`src/rtl/if_fetch_unit.sv`:
```
// if_fetch_unit: keeps the program counter, fetches one instruction word per
//   PC value from a 1-cycle-latency instruction memory and presents it until
//   the next advance request.
// Latency: advance request edge to Instr_valid=1 is 3 cycles (REQ, WAIT, HOLD).
// Backpressure: requests arriving while a fetch is in flight are parked in a
//   1-deep pending slot; a further request with the slot full is dropped and
//   sets the sticky Ovf_err flag.
//
// Ports:
//   Clk, Reset      clock, synchronous active-high reset
//   PC_sel          0: PC+4, 1: PC+4+(PC_Immed<<2)   (sampled with PC_LdEn)
//   PC_LdEn         advance request, one request per high cycle
//   PC_Immed        sign-extended branch offset in words
//   Imem_rd         memory read strobe (high only while issuing a read)
//   Imem_addr       word address = PC[IMEM_AW+1:2]
//   Imem_data       read data, valid the cycle after Imem_rd
//   Instr           current instruction word
//   Instr_valid     Instr holds the word fetched from the current PC
//   PC              address of the current instruction
//   Fetch_cnt       completed fetches, wraps at 2^16
//   Ovf_err         sticky: an advance request was dropped
module if_fetch_unit #(
  parameter int IMEM_AW = 10
) (
  input  logic               Clk,
  input  logic               Reset,
  input  logic               PC_sel,
  input  logic               PC_LdEn,
  input  logic [31:0]        PC_Immed,
  output logic               Imem_rd,
  output logic [IMEM_AW-1:0] Imem_addr,
  input  logic [31:0]        Imem_data,
  output logic [31:0]        Instr,
  output logic               Instr_valid,
  output logic [31:0]        PC,
  output logic [15:0]        Fetch_cnt,
  output logic               Ovf_err
);

  typedef enum logic [1:0] {
    S_BOOT,
    S_REQ,
    S_WAIT,
    S_HOLD
  } state_t;

  state_t      state, state_n;

  // 1-deep pending request slot
  logic        pend_vld, pend_vld_n;
  logic        pend_sel, pend_sel_n;
  logic [31:0] pend_imm, pend_imm_n;

  // advance decision for this cycle and the operands it uses
  logic        adv;
  logic        adv_sel;
  logic [31:0] adv_imm;
  logic [31:0] pc_next;
  logic        ovf_set;

  always_comb begin
    state_n    = state;
    pend_vld_n = pend_vld;
    pend_sel_n = pend_sel;
    pend_imm_n = pend_imm;
    adv        = 1'b0;
    adv_sel    = PC_sel;
    adv_imm    = PC_Immed;
    ovf_set    = 1'b0;

    case (state)
      S_BOOT: state_n = S_REQ;
      S_REQ:  state_n = S_WAIT;
      S_WAIT: state_n = S_HOLD;
      S_HOLD: begin
        if (pend_vld) begin
          // Parked request goes first; a live request in the same cycle
          // refills the slot that was just emptied.
          adv        = 1'b1;
          adv_sel    = pend_sel;
          adv_imm    = pend_imm;
          state_n    = S_REQ;
          pend_vld_n = PC_LdEn;
          if (PC_LdEn) begin
            pend_sel_n = PC_sel;
            pend_imm_n = PC_Immed;
          end
        end else if (PC_LdEn) begin
          adv     = 1'b1;
          state_n = S_REQ;
        end
      end
      default: state_n = S_BOOT;
    endcase

    // Outside HOLD a fetch is in flight: park the request or drop it.
    if (state != S_HOLD && PC_LdEn) begin
      if (!pend_vld) begin
        pend_vld_n = 1'b1;
        pend_sel_n = PC_sel;
        pend_imm_n = PC_Immed;
      end else begin
        ovf_set = 1'b1;
      end
    end
  end

  // Offset is in words; shifting keeps PC word-aligned, arithmetic wraps mod 2^32.
  assign pc_next   = PC + 32'd4 + (adv_sel ? {adv_imm[29:0], 2'b00} : 32'd0);
  assign Imem_rd   = (state == S_REQ);
  assign Imem_addr = PC[IMEM_AW+1:2];

  always_ff @(posedge Clk) begin
    if (Reset) begin
      state       <= S_BOOT;
      PC          <= 32'd0;
      Instr       <= 32'd0;
      Instr_valid <= 1'b0;
      Fetch_cnt   <= 16'd0;
      Ovf_err     <= 1'b0;
      pend_vld    <= 1'b0;
      pend_sel    <= 1'b0;
      pend_imm    <= 32'd0;
    end else begin
      state    <= state_n;
      pend_vld <= pend_vld_n;
      pend_sel <= pend_sel_n;
      pend_imm <= pend_imm_n;
      if (adv) begin
        PC          <= pc_next;
        Instr_valid <= 1'b0;
      end
      // Read data arrives during WAIT; capture it on the way out.
      if (state == S_WAIT) begin
        Instr       <= Imem_data;
        Instr_valid <= 1'b1;
        Fetch_cnt   <= Fetch_cnt + 16'd1;
      end
      if (ovf_set) begin
        Ovf_err <= 1'b1;
      end
    end
  end

endmodule

```
`config.mk`:
```
export PLATFORM = sky130hd
export DESIGN_NAME = if_fetch_unit
export DESIGN_NICKNAME = d
export VERILOG_FILES = /design/src/rtl/if_fetch_unit.sv
export SDC_FILE = /design/constraint.sdc
export NUM_CORES = 1
export LEC_CHECK = 0
export ABC_AREA = 1
export BUFFER_PORTS_ARGS = -buffer_cell sky130_fd_sc_hd__buf_2
export CAP_MARGIN = 20
export CORE_AREA = 2 2 151 116
export CTS_CLUSTER_DIAMETER = 60
export DETAILED_ROUTE_END_ITERATION = 10
export DIE_AREA = 0 0 153 118
export MAX_ROUTING_LAYER = met4
export PLACE_DENSITY = 0.74
export SKIP_LAST_GASP = 1
export SLEW_MARGIN = 20
export SYNTH_ARGS = -nofsm -noshare
export SYNTH_HDL_FRONTEND = slang
export SYNTH_SLANG_ARGS = --single-unit
```
`constraint.sdc`:
```
create_clock -name Clk -period 4.2 [get_ports Clk]
set_clock_uncertainty 0.2 [all_clocks]
set_input_delay 0.21 -clock Clk [delete_from_list [all_inputs] [get_ports Clk]]
set_output_delay 0.21 -clock Clk [all_outputs]
set_load 0.05 [all_outputs]
```
==> impl_metrics.json <==
{
  "status": "finished, final reports clean",
  "clockBufferDepth": 2,
  "clk_latency_ps": 430,
  "start_util_pct": 44.5,
  "startpoint_type": "register",
  "cts.sinks": 114,
  "avgSynthCellArea_um2": 6.20,
  "comb_power_share_pct": 25.9,
  "area_delta_synth_final_pct": 28.9,
  "port_buffers": 156,
  "htree_num_levels": 4,
  "gp_congestion": 0.906,
  "grt_first_pass_wirelength_um": 34200,
  "netlist_area_mm2": 0.00738,
  "grt-ovfl-total": 0,
  "layout.nets": 1518,
  "postSynthCellCount": 1190,
  "fin_crit_sh_pct": 90.0,
  "synth_ff_type": "dfxtp_1",
  "maxSlewHeadroom_pct": 31.8,
  "synth_warnings": 0,
  "layout.cells.non_filler": 1615,
  "setup_tns_ps": 0,
  "peakVddDrop_mv": 0.277,
  "wl_um": 21000,
  "grt_max_degree": 83,
  "grt_pass1_vias": 7175,
  "slowest_delay_ps": 460,
  "synthArstFlopShare_pct": 0,
  "maxSlewViolCount": 0,
  "cts_tree": "done",
  "switching_share_pct": 34.9,
  "fin_util_pct": 57.4,
  "min_path_type": "in2reg",
  "critPathMaxFanout": 19,
  "die_w_um": 153,
  "pwr-share-clk_pct": 40.6,
  "period_needed_ps": 3780,
  "num_vias": 7712,
  "power.internal_uw": 2460,
  "crit_required_ps": 4310,
  "worstSetupPathType": "reg2reg",
  "dieArea_mm2": 0.0181,
  "cts_buffers": 17,
  "dr.pass1.iters": 5,
  "cp.arrival_ps": 3880,
  "pin_count": 161,
  "cts-root-buf": "clkbuf_16",
  "tightest_slew_ps": 1020,
  "power_leakage_uw": 0.00555,
  "drc_errors": 0,
  "layout_commonest_cell": "nand2_1",
  "rows": 41,
  "synth_edf_count": 0,
  "cts_setup_buffers": 0,
  "max_freq_ghz": 0.265,
  "switchingPower_uw": 1320,
  "drt-initial-drc-count": 501,
  "track_usage_pct": 23.6,
  "wl_per_cell_um": 13.0,
  "ys_seq_area_share_pct": 30.9,
  "report.final.hold_viol_count": 0,
  "cap_violations": 0,
  "via_per_inst": 4.78,
  "diodes": 0,
  "drive_above_1_share_pct": 15.1,
  "dpl.cell_count": 1519,
  "crit_chain": "ha_1, nand2_2, inv_2, buf_4, nand2_1, nand2_1, nand2_1, inv_1, ha_1, ha_1, fa_1, nand3_1, nand3_1, nand3_1, nand3b_1, xor2_1, o21ai_0, inv_1",
  "ant_nets": 0,
  "end_kind": "register",
  "post-dp-hpwl_um": 14500,
  "path_clk_slew_ps": 60,
  "setup_viol": 0,
  "antenna_found_initial": 0,
  "synth-seq-cells": 114,
  "layout_common_cells": "nand2_1, nor2_1, inv_1, buf_2, dfxtp_1",
  "pwr-share-seq_pct": 33.5,
  "synth.distinct_cells": 35,
  "hold_ws_ps": 160,
  "core_mm2": 0.0166,
  "p_per_area_mw_per_mm2": 397,
  "chipHeight_um": 118,
  "slowest_stage": "fa_1",
  "rsz0062_at_grt": "false",
  "power_uw": 3770
}
layout make-up:
class / instances / area (µm²)
clock inverters: 13 / 171
clock buffers: 19 / 453
fillers: 1580 / 7060
inverters: 161 / 608
flip-flops and latches: 114 / 2280
multi-input cells: 864 / 4230
repair buffers: 229 / 1490
well taps: 215 / 269
metal layers:
| metal | track usage [%] | part of all wire, % |
|---|---|---|
| met4 | 6.37 | 1.4 |
| met1 | 32.7 | 51 |
| met3 | 4.38 | 5.0 |
| met2 | 35.4 | 43 |
| met5 | - | 0 |
state kept, by name, summed over array words and instances (netlist names):
register,cells
Ovf_err,1
pend_imm,30
pend_vld,1
state,2
Fetch_cnt,16
pend_sel,1
PC,30
Instr_valid,1
Instr,32
path summary, 6_finish.rpt:
kind / startpoint / to / slack (ps) / cells after the start
max reg2reg: state[0]$_SDFFE_PP0P_ / PC[15]$_SDFFE_PP0P_ / 420 / 18
min: Reset / Fetch_cnt[13]$_SDFFE_PP0P_ / 160 / 2
min reg2reg: pend_imm[29]$_SDFF_PP0_ / pend_imm[29]$_SDFF_PP0_ / 250 / 2
max: state[0]$_SDFFE_PP0P_ / PC[15]$_SDFFE_PP0P_ / 420 / 18
metrics by stage:
step                worst slack (ps)  area [µm²]
global route                    64.8        9510
detailed placement               390        8240
finish                           422        9510
CTS                              337        9500
floorplan                        841        7380
global placement                 447        8240
cell usage after synthesis, types with 2 or more instances:
library cell / number / share of area, %
xnor2_1: 2 / 0.24
nand3_1: 39 / 2.6
nor2_4: 2 / 0.31
nand3b_1: 2 / 0.20
buf_1: 2 / 0.10
nand4_2: 2 / 0.34
buf_2: 16 / 1.1
nor3_1: 6 / 0.41
nand2_1: 343 / 17
clkbuf_1: 21 / 1.1
a21oi_1: 43 / 2.9
o21a_1: 2 / 0.20
nand4_1: 4 / 0.34
buf_4: 12 / 1.2
dfxtp_1: 114 / 31
nor2_1: 234 / 12
inv_1: 157 / 8.0
o21bai_1: 2 / 0.20
and2_1: 2 / 0.17
ha_1: 62 / 11
xor2_1: 15 / 1.8
inv_2: 2 / 0.10
o21ai_0: 94 / 6.4
worst max-delay path, delay by kind of cell (launching register included):
family                     cells  cell delay (ps)
buffers and inverters          4              460
xor gates and xnor gates       1              220
and+or+nand+nor                8             1010
DFF                            1              410
AOI/OAI and AO/OA              1              170
adders and majority gates      4             1200
cells by family (layout without fill, tap and decap cells):
kind of cell | after synthesis | count (layout) | share of synthesized area, %
adders and majority gates | 63 | 63 | 10.8
and+or+nand+nor | 640 | 640 | 34.5
AOI/OAI and AO/OA | 142 | 142 | 9.80
xor gates and xnor gates | 17 | 17 | 2.02
other | 1 | 2 | 0.0508
DFF | 114 | 114 | 30.9
buffers and inverters | 213 | 422 | 11.9
power groups by stage:
stage	Sequential (µW)	Combinational (µW)	Clock, µW
after floorplan	1530	456	0
after global placement	1280	906	0
after detailed placement	1280	919	0
after CTS	1260	970	1550
after global routing	1280	1070	1600
final	1260	977	1530
repair_timing:
action	4_1_cts	5_1_grt
hold buffers	64	0
setup endpoints to repair	0	1
gates resized for setup	0	1
hold endpoints to repair	65	0
Power figures use the tool's default switching activity.
